===== src/rtl/axi_rd_pkg.sv =====
// Shared types for the AXI4 burst read responder: burst/response codes,
// controller states, the output beat record and the burst address stepper.
package axi_rd_pkg;

    typedef enum logic [1:0] {
        BURST_FIXED = 2'b00,
        BURST_INCR  = 2'b01,
        BURST_WRAP  = 2'b10,
        BURST_RSVD  = 2'b11
    } burst_e;

    typedef enum logic [1:0] {
        RESP_OKAY   = 2'b00,
        RESP_EXOKAY = 2'b01,
        RESP_SLVERR = 2'b10,
        RESP_DECERR = 2'b11
    } resp_e;

    typedef enum logic [1:0] {
        ST_IDLE  = 2'b00,
        ST_BURST = 2'b01,
        ST_DRAIN = 2'b10
    } state_e;

    typedef struct packed {
        logic [63:0] data;
        logic [1:0]  resp;
        logic        last;
    } beat_t;

    // Next byte address of a burst; WRAP stays inside the (len+1)*step window.
    function automatic logic [31:0] next_addr(input logic [31:0] addr,
                                              input logic [1:0]  burst,
                                              input logic [7:0]  len,
                                              input logic [2:0]  size);
        logic [31:0] step;
        logic [31:0] mask;
        step = 32'd1 << size;
        mask = (({24'd0, len} + 32'd1) << size) - 32'd1;
        case (burst)
            BURST_FIXED: next_addr = addr;
            BURST_WRAP:  next_addr = (addr & ~mask) | ((addr + step) & mask);
            default:     next_addr = addr + step;
        endcase
    endfunction

endpackage


===== src/rtl/axi_burst_rd_slave_if.sv =====
// AXI4 read address and read data channels (AR + R).
interface axi_burst_rd_slave_if;
    logic [31:0] araddr;
    logic        arvalid;
    logic [1:0]  arburst;
    logic [7:0]  arlen;
    logic [2:0]  arsize;
    logic        arready;
    logic [63:0] rdata;
    logic [1:0]  rresp;
    logic        rvalid;
    logic        rlast;
    logic        rready;

    modport master (
        output araddr, arvalid, arburst, arlen, arsize, rready,
        input  arready, rdata, rresp, rvalid, rlast
    );

    modport slave (
        input  araddr, arvalid, arburst, arlen, arsize, rready,
        output arready, rdata, rresp, rvalid, rlast
    );
endinterface


===== src/rtl/rd_out_fifo.sv =====
// Small synchronous FIFO of read beats; the head reads as zero when empty so
// the R channel shows clean values outside of valid beats.
module rd_out_fifo
    import axi_rd_pkg::*;
#(
    parameter int OUT_DEPTH = 2
) (
    input  logic                               i_clk,
    input  logic                               i_rst,
    input  logic                               i_push,
    input  beat_t                              i_push_beat,
    input  logic                               i_pop,
    output logic [$clog2(OUT_DEPTH + 1) - 1:0] o_count,
    output beat_t                              o_head
);
    localparam int CW = $clog2(OUT_DEPTH + 1);
    localparam int PW = $clog2(OUT_DEPTH);

    beat_t           r_mem [OUT_DEPTH];
    logic [PW-1:0]   r_wr_ptr;
    logic [PW-1:0]   r_rd_ptr;
    logic [CW-1:0]   r_count;

    function automatic logic [PW-1:0] bump(input logic [PW-1:0] p);
        return (p == PW'(OUT_DEPTH - 1)) ? '0 : p + PW'(1);
    endfunction

    // Beat storage; contents are only observed through the gated head.
    always_ff @(posedge i_clk) begin
        if (i_push) r_mem[r_wr_ptr] <= i_push_beat;
    end

    // Pointers and occupancy.
    always_ff @(posedge i_clk or negedge i_rst) begin
        if (!i_rst) begin
            r_wr_ptr <= '0;
            r_rd_ptr <= '0;
            r_count  <= '0;
        end else begin
            if (i_push) r_wr_ptr <= bump(r_wr_ptr);
            if (i_pop)  r_rd_ptr <= bump(r_rd_ptr);
            r_count <= r_count + CW'(i_push) - CW'(i_pop);
        end
    end

    assign o_count = r_count;
    assign o_head  = (r_count != '0) ? r_mem[r_rd_ptr] : '0;
endmodule


===== src/rtl/axi_burst_rd_slave.sv =====
// AXI4 burst read responder backed by a synchronous 64-bit SRAM.
// state  | meaning
// IDLE   | arready high, waiting for a read request
// BURST  | issuing beats (SRAM reads or error beats) under FIFO credit
// DRAIN  | all beats issued, waiting for the rlast handshake
module axi_burst_rd_slave
    import axi_rd_pkg::*;
#(
    parameter logic [31:0] MEM_BASE  = 32'h8000_0000,
    parameter int          MEM_WORDS = 4096,
    parameter int          ADDR_W    = 12,
    parameter int          OUT_DEPTH = 2
) (
    input  logic                i_clk,
    input  logic                i_rst,
    axi_burst_rd_slave_if.slave s_axi,
    output logic                o_mem_ren,
    output logic [ADDR_W-1:0]   o_mem_addr,
    input  logic [63:0]         i_mem_rdata
);
    localparam int          CW        = $clog2(OUT_DEPTH + 1);
    localparam logic [31:0] MEM_BYTES = 32'(MEM_WORDS) << 3;

    function automatic logic in_range(input logic [31:0] a);
        return (a >= MEM_BASE) && ((a - MEM_BASE) < MEM_BYTES);
    endfunction

    state_e        r_state;
    state_e        w_next_state;
    logic          r_arready;
    logic [31:0]   r_addr;
    logic [1:0]    r_burst;
    logic [7:0]    r_len;
    logic [2:0]    r_size;
    logic [1:0]    r_err;
    logic [8:0]    r_issue_cnt;
    logic          r_infl;
    logic [1:0]    r_infl_resp;
    logic          r_infl_last;

    logic          w_accept;
    logic          w_rvalid;
    logic          w_pop;
    logic          w_issue;
    logic          w_credit;
    logic [1:0]    w_req_err;
    logic [1:0]    w_beat_resp;
    logic [CW:0]   w_occ;
    logic [CW:0]   w_lim;
    logic [CW-1:0] w_count;
    beat_t         w_head;
    beat_t         w_push_beat;

    assign w_accept = r_arready & s_axi.arvalid;
    assign w_rvalid = (w_count != '0);
    assign w_pop    = w_rvalid & s_axi.rready;

    // Slots already spoken for (queued + in flight) must fit after this cycle's pop.
    assign w_occ    = {1'b0, w_count} + {{CW{1'b0}}, r_infl};
    assign w_lim    = (CW + 1)'(OUT_DEPTH) + {{CW{1'b0}}, w_pop};
    assign w_credit = (w_occ < w_lim);

    // Whole-request classification at acceptance, and per-beat response.
    always_comb begin
        w_req_err = RESP_OKAY;
        if (!in_range(s_axi.araddr)) begin
            w_req_err = RESP_DECERR;
        end else if ((s_axi.arsize > 3'd3) || (s_axi.arburst == BURST_RSVD) ||
                     ((s_axi.arburst == BURST_WRAP) &&
                      !(s_axi.arlen inside {8'd1, 8'd3, 8'd7, 8'd15}))) begin
            w_req_err = RESP_SLVERR;
        end
        w_beat_resp = r_err;
        if ((r_err == RESP_OKAY) && !in_range(r_addr)) w_beat_resp = RESP_DECERR;
    end

    // Next-state and issue decision.
    always_comb begin
        w_next_state = r_state;
        w_issue      = 1'b0;
        case (r_state)
            ST_IDLE: begin
                if (w_accept) w_next_state = ST_BURST;
            end
            ST_BURST: begin
                w_issue = (r_issue_cnt <= {1'b0, r_len}) && w_credit;
                if (w_issue && (r_issue_cnt == {1'b0, r_len})) w_next_state = ST_DRAIN;
            end
            ST_DRAIN: begin
                if (w_pop && w_head.last) w_next_state = ST_IDLE;
            end
            default: w_next_state = ST_IDLE;
        endcase
        o_mem_ren = w_issue && (w_beat_resp == RESP_OKAY);
    end

    assign o_mem_addr = ADDR_W'((r_addr - MEM_BASE) >> 3);

    // State register; arready is registered and follows the IDLE state.
    always_ff @(posedge i_clk or negedge i_rst) begin
        if (!i_rst) begin
            r_state   <= ST_IDLE;
            r_arready <= 1'b0;
        end else begin
            r_state   <= w_next_state;
            r_arready <= (w_next_state == ST_IDLE);
        end
    end

    // Request capture and address/issue counter stepping.
    always_ff @(posedge i_clk or negedge i_rst) begin
        if (!i_rst) begin
            r_addr      <= '0;
            r_burst     <= '0;
            r_len       <= '0;
            r_size      <= '0;
            r_err       <= '0;
            r_issue_cnt <= '0;
        end else if (w_accept) begin
            r_addr      <= s_axi.araddr;
            r_burst     <= s_axi.arburst;
            r_len       <= s_axi.arlen;
            r_size      <= s_axi.arsize;
            r_err       <= w_req_err;
            r_issue_cnt <= '0;
        end else if (w_issue) begin
            r_addr      <= next_addr(r_addr, r_burst, r_len, r_size);
            r_issue_cnt <= r_issue_cnt + 9'd1;
        end
    end

    // One-cycle issue pipeline matching the SRAM read latency.
    always_ff @(posedge i_clk or negedge i_rst) begin
        if (!i_rst) begin
            r_infl      <= 1'b0;
            r_infl_resp <= '0;
            r_infl_last <= 1'b0;
        end else begin
            r_infl      <= w_issue;
            r_infl_resp <= w_beat_resp;
            r_infl_last <= (r_issue_cnt[7:0] == r_len);
        end
    end

    // Error beats carry zero data.
    always_comb begin
        w_push_beat.data = (r_infl_resp == RESP_OKAY) ? i_mem_rdata : 64'd0;
        w_push_beat.resp = r_infl_resp;
        w_push_beat.last = r_infl_last;
    end

    rd_out_fifo #(.OUT_DEPTH(OUT_DEPTH)) u_out_fifo (
        .i_clk       (i_clk),
        .i_rst       (i_rst),
        .i_push      (r_infl),
        .i_push_beat (w_push_beat),
        .i_pop       (w_pop),
        .o_count     (w_count),
        .o_head      (w_head)
    );

    assign s_axi.arready = r_arready;
    assign s_axi.rvalid  = w_rvalid;
    assign s_axi.rdata   = w_head.data;
    assign s_axi.rresp   = w_head.resp;
    assign s_axi.rlast   = w_head.last;
endmodule

===== src/flat_wrapper.sv =====
// flat-port wrapper written by rule: the top's interface ports become plain ports
module axi_burst_rd_slave_flat import axi_rd_pkg::*;
#(
    parameter logic [31:0] MEM_BASE  = 32'h8000_0000,
    parameter int          MEM_WORDS = 4096,
    parameter int          ADDR_W    = 12,
    parameter int          OUT_DEPTH = 2
)
  (i_clk, i_rst, o_mem_ren, o_mem_addr, i_mem_rdata, s_axi_araddr, s_axi_arvalid, s_axi_arburst, s_axi_arlen, s_axi_arsize, s_axi_rready, s_axi_arready, s_axi_rdata, s_axi_rresp, s_axi_rvalid, s_axi_rlast);
  axi_burst_rd_slave_if s_axi_i ();
  input  logic i_clk;
  input  logic i_rst;
  output logic o_mem_ren;
  output logic [ADDR_W-1:0] o_mem_addr;
  input  logic [63:0] i_mem_rdata;
  input wire logic [$bits(s_axi_i.araddr)-1:0] s_axi_araddr;
  input wire logic [$bits(s_axi_i.arvalid)-1:0] s_axi_arvalid;
  input wire logic [$bits(s_axi_i.arburst)-1:0] s_axi_arburst;
  input wire logic [$bits(s_axi_i.arlen)-1:0] s_axi_arlen;
  input wire logic [$bits(s_axi_i.arsize)-1:0] s_axi_arsize;
  input wire logic [$bits(s_axi_i.rready)-1:0] s_axi_rready;
  output wire logic [$bits(s_axi_i.arready)-1:0] s_axi_arready;
  output wire logic [$bits(s_axi_i.rdata)-1:0] s_axi_rdata;
  output wire logic [$bits(s_axi_i.rresp)-1:0] s_axi_rresp;
  output wire logic [$bits(s_axi_i.rvalid)-1:0] s_axi_rvalid;
  output wire logic [$bits(s_axi_i.rlast)-1:0] s_axi_rlast;
  assign s_axi_i.araddr = s_axi_araddr;
  assign s_axi_i.arvalid = s_axi_arvalid;
  assign s_axi_i.arburst = s_axi_arburst;
  assign s_axi_i.arlen = s_axi_arlen;
  assign s_axi_i.arsize = s_axi_arsize;
  assign s_axi_i.rready = s_axi_rready;
  assign s_axi_arready = s_axi_i.arready;
  assign s_axi_rdata = s_axi_i.rdata;
  assign s_axi_rresp = s_axi_i.rresp;
  assign s_axi_rvalid = s_axi_i.rvalid;
  assign s_axi_rlast = s_axi_i.rlast;
  axi_burst_rd_slave #(.MEM_BASE(MEM_BASE), .MEM_WORDS(MEM_WORDS), .ADDR_W(ADDR_W), .OUT_DEPTH(OUT_DEPTH)) u_core (.i_clk(i_clk), .i_rst(i_rst), .s_axi(s_axi_i), .o_mem_ren(o_mem_ren), .o_mem_addr(o_mem_addr), .i_mem_rdata(i_mem_rdata));
endmodule

===== config.mk =====
export PLATFORM = sky130hd
export DESIGN_NAME = axi_burst_rd_slave_flat
export DESIGN_NICKNAME = d
export VERILOG_FILES = /design/src/rtl/axi_rd_pkg.sv /design/src/rtl/axi_burst_rd_slave_if.sv /design/src/rtl/rd_out_fifo.sv /design/src/rtl/axi_burst_rd_slave.sv /design/src/flat_wrapper.sv
export SDC_FILE = /design/constraint.sdc
export NUM_CORES = 1
export LEC_CHECK = 0
export CAP_MARGIN = 5
export CORE_ASPECT_RATIO = 0.6
export CORE_MARGIN = 2
export CORE_UTILIZATION = 25
export DETAILED_ROUTE_END_ITERATION = 16
export SETUP_SLACK_MARGIN = 0.2
export SYNTH_ARGS = -nofsm -noshare
export SYNTH_HDL_FRONTEND = slang
export SYNTH_SLANG_ARGS = --single-unit

===== constraint.sdc =====
create_clock -name i_clk -period 5.9 [get_ports i_clk]
set_clock_uncertainty 0.1 [all_clocks]
set_input_delay 0.59 -clock i_clk [delete_from_list [all_inputs] [get_ports i_clk]]
set_output_delay 0.59 -clock i_clk [all_outputs]
set_load 0.02 [all_outputs]

== Word-level counts from Yosys, hierarchy flattened ==
Memories as Yosys holds them, arrays and structs flattened.
Index checks and enable logic that the tools add are counted.

* Div/mod/pow operators: 0
* Equal/unequal tests: 12
* Bitwise gates (word level): 6
* $mul: 0
* Order comparisons: 7
* $add $sub $neg: 12
* Shift operators: 2
* Muxes and demuxes: 19
* Reductions and logical operators: 22

{| class="wikitable"
|+ Operator list
! kind !! count
|-
| $mux W67 || 1
|-
| $and A32 B32 Y32 || 2
|-
| $ge A32 B32 Y1 const B || 2
|-
| $lt A32 B16 Y1 const B || 2
|-
| $mux W32 || 2
|-
| $mux W64 || 1
|-
| $pmux W32 S2 || 1
|-
| $sub A32 B32 Y32 const B || 2
|-
| $add A32 B32 Y32 || 1
|-
| $not A32 Y32 || 1
|-
| $or A32 B32 Y32 || 1
|-
| $shl A1 B3 Y32 const A || 1
|-
| $shl A32 B3 Y32 || 1
|-
| $sub A32 B1 Y32 const B || 1
|-
| $mux W9 || 2
|-
| $logic_not A2 Y1 || 6
|-
| $mux W2 || 6
|-
| $add A8 B1 Y9 const B || 1
|-
| $add A9 B1 Y9 const B || 1
|-
| $eq A9 B8 Y1 || 1
|-
| $le A9 B8 Y1 || 1
|-
| $eq A2 B2 Y1 const B || 4
|-
| $eq A8 B1 Y1 const B || 1
|-
| $eq A8 B2 Y1 const B || 1
|-
| 21 further kinds || 37
|}

* Flip-flop bits (word level): 67
* Bits in writable memories: 134
* Bits in read-only memories: 0
* Memories kept: 1
* Output and inout port bits: 82
* Word-level logic and storage cells: 95
* Latch bits: 0

{| class="wikitable"
|+ Memory list
! memory !! depth !! bits a word !! read ports !! clocked after memory_dff !! write ports !! line !! RTL
|-
| u_core.u_out_fifo.r_mem || 2 || 67 || 1 || 0 || 1 || rd_out_fifo.sv:19 || <nowiki>beat_t r_mem [OUT_DEPTH];</nowiki>
|}

== Depth between registers and ports, before layout ==
Gate-level depths: netlist of the first run.

* Depth after elaboration: 9
* Gate-level depth with buffers: 16

== Modules after synthesis ==
A second synthesis of the first run with hierarchy kept.

* Cell total of the unflattened synthesis: 1014
* Area, all modules: 10881.7 um2

{| class="wikitable"
|+ By module, submodules not included
! module !! cells each !! instances !! area each (um2) !! seq. area each (um2)
|-
| axi_burst_rd_slave || 716 || 1 || 5625.4 || 1576.5
|-
| rd_out_fifo || 298 || 1 || 5256.3 || 4124.0
|}

== Least setup slack after synthesis of the first run ==
Ideal clock, no wire load.

* Kind: reg-to-reg
* Start: reg u_core.r_infl
* End: mem u_core.u_out_fifo.r_mem[0][0] in the netlist's numbering, enable pin
* Cell stages (with the launch flop): 3
* Clock period less this slack: 3.836 ns
* Arrival: 3.244 ns
* Path slack: 2.064 ns
* Path buffers: 0
* Path through: dfrtp_1 -> inv_1 -> nor2_1

* Word-level cells in the longest chain between the ends: 2

{| class="wikitable"
|+ RTL lines
! item !! line !! RTL
|-
| start: declaration || axi_burst_rd_slave.sv:37 || <nowiki>logic r_infl;</nowiki>
|-
| start signal: assignment || axi_burst_rd_slave.sv:139 || <nowiki>r_infl <= w_issue;</nowiki>
|-
| $mux W1 || rd_out_fifo.sv:30 || <nowiki>if (i_push) r_mem[r_wr_ptr] <= i_push_beat;</nowiki>
|-
| $mux W1 (not written as such) || rd_out_fifo.sv:30 ||
|-
| end: declaration || rd_out_fifo.sv:19 ||
|}

Every way passes these cells.

==> results of run 1 <==
## area by class of cell
type	instances	area, µm²
clock inverter	15	146
clock buffer	25	583
inverter	21	78.8
multi-input combinational	743	4840
tap	579	724
fill	4437	29200
timing repair buffer	203	2000
sequential	201	5700
## worst register-to-register path, stage by stage, from the launching register on
cell and delay, ns:
dfrtp_1 0.69, ha_1 0.39, nand3_4 0.17, xnor2_1 0.32, o211ai_1 0.16, a221oi_2 0.41
a31oi_1 0.37, nor4_4 0.65, a31oi_1 0.51, or4_1 0.62, a31oi_1 0.19
## placed cells by master, fill, tap and decap left out, types with 3 or more instances in the layout
master           count
clkdlybuf4s50_1    193
nor2_1             136
edfxtp_1           134
mux2i_1             78
nand2_1             76
and2_1              72
dfrtp_1             66
o21ai_0             40
a21oi_1             30
xnor2_1             25
ha_1                24
clkbuf_16           23
nand3_1             21
a31oi_1             21
inv_1               19
nor3_1              18
nor4_1              16
or3_1               14
o31ai_1             12
or4_1               12
nand4_1             12
and3_1              10
buf_4                9
nor2b_1              8
a211oi_1             8
o211ai_1             8
o21a_1               7
clkinv_2             7
o211a_1              5
xor2_1               5
nand2b_1             4
nand3b_1             4
o21bai_1             3
nor2_4               3
nand4b_1             3
nor3b_1              3
o41ai_1              3
clkinv_1             3
a22oi_1              3
## final timing paths
check                                           endpoint  slack, ns  cells after the start
min in group i_clk         u_core.u_out_fifo.r_mem[0][0]       0.35                      0
min reg2reg                u_core.u_out_fifo.r_mem[0][0]       0.35                      0
max                                            flip-flop       1.26                     10
max in group asynchronous     u_core.u_out_fifo.r_rd_ptr       4.79                      2
min                                     u_core.r_size[1]       0.16                      2
max reg2reg                                    flip-flop       1.26                     10
## through the flow
stage / power (µW) / util, % / hold slack, ns
6_report: 7790 / 32.5 / 0.162
5_1_grt: 8350 / 32.5 / 0.254
4_1_cts: 7870 / 32.5 / 0.199
3_5_place_dp: 6410 / 30.9 / 0.333
3_3_place_gp: 6380 / 30.9 / 0.327
2_1_floorplan: 5010 / - / 0.194
## cell families after synthesis
| group | share of synthesized area, % |
|---|---|
| adders and majority gates | 2.93 |
| DFF | 52.2 |
| buffers and inverters | 3.79 |
| xor gates and xnor gates | 2.40 |
| AOI/OAI and AO/OA | 11.1 |
| muxes | 7.39 |
| and+or+nand+nor | 20.2 |
## layer usage
layer | track usage, % | up-vias | routed length (µm)
met5 | 0 | - | 0
met2 | 18.8 | 250 | 12700
met4 | 2.81 | 0 | 585
met3 | 2.65 | 36 | 1970
li1 | - | 4116 | -
met1 | 20.6 | 4180 | 15400
## power breakdown
part	internal, µW	switching (µW)
sequential	2030	465
clock	807	603
combinational	1620	2260
total	4460	3330
==> impl_metrics.tcl, run 1 <==
set metrics [dict create \
    synth_top_cell_area_share_pct 36.8 \
    critPathMaxStageDelay_ns 0.69 \
    crit_top_cell "a31oi_1" \
    grt_antenna_before_repair 1 \
    dieWidth_um 274 \
    ys_top_cells_by_count "nor2_1, edfxtp_1, mux2i_1" \
    setup_viol 0 \
    vdd_drop_max_v 0.000223 \
    io_buffers 194 \
    cts_max_level 1 \
    hold_class "primary input to asynchronous set/reset pin" \
    cts.reportedPaths.clkPinSlew_ns 0.07 \
    syn_area_per_cell_um2 10.6 \
    dpl.hpwl_um 21700 \
    fin_tns_setup_ns 0 \
    clock_sinks 201 \
    cts-hold-fix-buffers 0 \
    endpoint_kind "flip-flop" \
    report.final.hold_viol_count 0 \
    wl_um 30700 \
    cts_tree "yes" \
    clk_latency_ns 0.53 \
    required_ns 6.25 \
    gp_congestion 0.887 \
    ant_nets 0 \
    post_cts_buffers 0 \
    dieArea_um2 45400 \
    worst_pin_slew_ns 1.09 \
    critical_path_class "flip-flop to flip-flop" \
    drv_cap 0 \
    final_area_um2 14100 \
    io_pins 195 \
    start_util_pct 25.3 \
    ys_async_sr_fraction_pct 33.3 \
    cts_root_buf "clkbuf_16" \
    synth_nets 1171 \
    syn_area_um2 10900 \
    reg2reg_from "u_core.r_len[0]" \
    powerDensity_nw_per_um2 554 \
    clock_path_buffers 3 \
    place_ws_ns 1.40 \
    dpl_cell_area_um2 13300 \
    drtPass1Iterations 5 \
    seq_area_frac_synth_pct 52.2 \
    clock.fmax_mhz 215 \
    setup.worst_path.start "u_core.r_len[0]" \
    fin_ws_ns 1.26 \
    first_global_vias 8184 \
    run_status "finished, final reports clean" \
    core_um2 43300 \
    grt_overflow 0 \
    rsz0062_at_grt "false" \
    slew_viol_final 0 \
    fin_crit_ns 4.64 \
    netlist_instances 1033 \
    avgViaCountPerCell 4.80 \
    post_cts_resized 0 \
    nNetsFinal 1331 \
    drive_gt1_share_pct 5.79 \
    crit_buf_inv 0 \
    synth-seq-cells 201 \
    worstPathArrival_ns 4.99 \
    slew_headroom_pct 27.3 \
    yosysTopAreaCell "edfxtp_1" \
    cts_buffers 23 \
    leakagePower_uw 0.00527 \
    routedWlPerCell_um 17.2 \
    grt_max_degree 68 \
    synth_cell_types 84 \
    yosysWarnings 0 \
    path_delay_family "compound AO/OA/AOI/OAI gates" \
    start_kind "flip-flop" \
    rows 59 \
    cp_slowest_cell "dfrtp_1" \
    path_cells "ha_1, nand3_4, xnor2_1, o211ai_1, a221oi_2, a31oi_1, nor4_4, a31oi_1, or4_1, a31oi_1" \
    drt_iter0_markers 733 \
    vias 8582 \
    min_period_over_period_pct 78.7 \
    dp.cells 1747 \
    synth_most_common_cell "nor2_1" \
    final_cell_count_no_fill 1787 \
    synth_edf_count 134 \
    drc_errors 0 \
    cp_max_fo 14 \
    fp.dieH_um 166 \
    synth_ff_type "edfxtp_1" \
    synthTopCellsByArea "edfxtp_1, dfrtp_1, mux2i_1" \
    grt.total_usage_pct 13.3 \
    grt_pass1_wl_um 48100 \
    areaGrowthSynthToFinish_pct 28.9 \
    n_antenna_cell 0 \
]
Note: power is estimated with default switching activity, not from simulation.
==> run 2: changes to the inputs <==
- clock period: 5.9 -> 4.1 ns (I/O delays scaled with it)
==> run 2 against run 1 <==
  * Count of clock-buffer cells in the layout up 8
  * Cell count grew 1.8%
  * Via count grew 0.68%
  * Die area unchanged
  * Utilization grew 0.92 points
  * Design area is 2.8% higher
  * Critical path depth is 3 higher
  * First-iteration DRC count rose by 1.4%
  * Wire length up 2.9%
  * Power rose by 51%
  * Non-clock buffer count up 29
==> impl_metrics.tcl, run 2 (synthesis results as in run 1) <==
set metrics [dict create \
    run_status "finished, final reports clean" \
    clock_path_buffers 3 \
    worst_pin_slew_ns 1.00 \
    cts_root_buf "clkbuf_16" \
    powerDensity_nw_per_um2 811 \
    slew_viol_final 0 \
    layout_common_cells "clkdlybuf4s50_1, nor2_1, edfxtp_1" \
    critical_path_class "flip-flop to flip-flop" \
    fin_crit_ns 3.68 \
    grt_overflow 0 \
    cp_slowest_cell "a2111o_1" \
    fin_util_pct 33.5 \
    clock_sinks 201 \
    drc_errors 0 \
    leakagePower_uw 0.00545 \
    final_area_um2 14500 \
    setup_viol 0 \
    drtPass1Iterations 5 \
    cts_max_level 1 \
    cp_max_fo 12 \
    start_util_pct 25.3 \
    rsz0062_at_grt "false" \
    grt_max_degree 68 \
    fp.dieH_um 166 \
    start_kind "flip-flop" \
    io_buffers 194 \
    grt.total_usage_pct 13.5 \
    place_ws_ns 0.151 \
    wl_um 31600 \
    core_um2 43300 \
    nNetsFinal 1360 \
    dieArea_um2 45400 \
    drive_gt1_share_pct 8.88 \
    dieWidth_um 274 \
    avgViaCountPerCell 4.75 \
    vias 8640 \
    grt_pass1_wl_um 48600 \
    fin_tns_setup_ns 0 \
    cts_buffers 23 \
    hold_ws_ns 0.311 \
    rows 59 \
    dpl_cell_area_um2 13600 \
    final_common_cell "clkdlybuf4s50_1" \
    hold_class "primary input to flip-flop" \
    worstPathArrival_ns 3.99 \
    drv_cap 0 \
    grt_antenna_before_repair 1 \
    critPathMaxStageDelay_ns 0.42 \
    crit_top_cell "o21ai_0" \
    endpoint_kind "flip-flop" \
    gp_congestion 0.908 \
    routedWlPerCell_um 17.3 \
    required_ns 4.41 \
    io_pins 195 \
    report.final.hold_viol_count 0 \
    vdd_drop_max_v 0.000390 \
    drt_iter0_markers 743 \
    clk_latency_ns 0.54 \
    slew_headroom_pct 33.3 \
    fin_ws_ns 0.421 \
    path_cells "buf_4, nand3_2, o2111a_1, nor2_1, a32oi_1, a2111o_1, nor4_4, and4_1, ha_1, o21ai_0, nor4_1, xnor2_1, o21ai_0" \
    clock.fmax_mhz 272 \
    cts_tree "yes" \
    min_period_over_period_pct 89.7 \
    dpl.hpwl_um 22600 \
    areaGrowthSynthToFinish_pct 32.5 \
    ant_nets 0 \
    first_global_vias 8216 \
    cts.reportedPaths.clkPinSlew_ns 0.06 \
]
[run 2: report_power, final]
part | leakage (µW) | internal [µW] | switching (µW) | total, µW
Sequential | 0.00206 | 2930 | 553 | 3480
Clock | 0.000381 | 1270 | 879 | 2150
Combinational | 0.00301 | 2610 | 3500 | 6110
Total | 0.00545 | 6810 | 4940 | 11700
[run 2: worst paths after layout]
| kind | from | to | slack [ns] | cells past startpoint |
|---|---|---|---|---|
| worst max-delay path | u_core.r_len[0] | flip-flop | 0.42 | 13 |
| worst min register to register | u_core.r_infl_last | u_core.u_out_fifo.r_mem[0][0] | 0.36 | 0 |
| min in group asynchronous | i_rst | asynchronous set/reset pin | 0.35 | 2 |
| worst max register to register | u_core.r_len[0] | flip-flop | 0.42 | 13 |
| max in group asynchronous | i_rst | u_core.r_len[6] | 2.73 | 3 |
| worst min-delay path | s_axi_arsize[0] | u_core.r_size[0] | 0.31 | 3 |
[run 2: area by class of cell]
cell class | instances | area, µm²
fill | 4368 | 28800
sequential | 201 | 5710
multi-input combinational | 743 | 4900
timing repair buffer | 232 | 2270
tap | 579 | 724
clock buffer | 33 | 666
clock inverter | 9 | 121
inverter | 21 | 78.8
antenna | 1 | 2.50
[run 2: metrics by stage]
step	instances	power [µW]
after floorplan	1033	7220
after global placement	1770	9430
after detailed placement	1770	9490
after CTS	1813	11700
after global routing	1819	12500
final	1819	11700
[run 2: worst max-delay path, delay by kind of cell, from the launching register on]
family | cells | cell delay, ns
XOR/XNOR | 1 | 0.16
flip-flops | 1 | 0.39
buffers and inverters | 1 | 0.23
adder cells (fa/ha/maj) | 1 | 0.16
AND/OR/NAND/NOR | 5 | 1.34
AO/OA/AOI/OAI | 5 | 1.18
[run 2: repair_timing]
action,4_1_cts,5_1_grt
setup buffers,0,5
pin swaps,0,2
endpoints found under the hold margin,25,0
resized for setup,6,13
setup endpoints to repair,7,17
hold buffers,1,0
[run 2: metal layers]
metal,routed length (µm),global-route usage (%)
met2,13000,18.6
met4,679,3.38
met1,15900,21.2
met5,0,0
met3,1940,2.76
==> run 3: changes to the inputs <==
- HOLD_SLACK_MARGIN: unset -> 0.03
==> results of run 3 <==
Same layout as run 2: the final DEF is identical, and so are final timing and power.
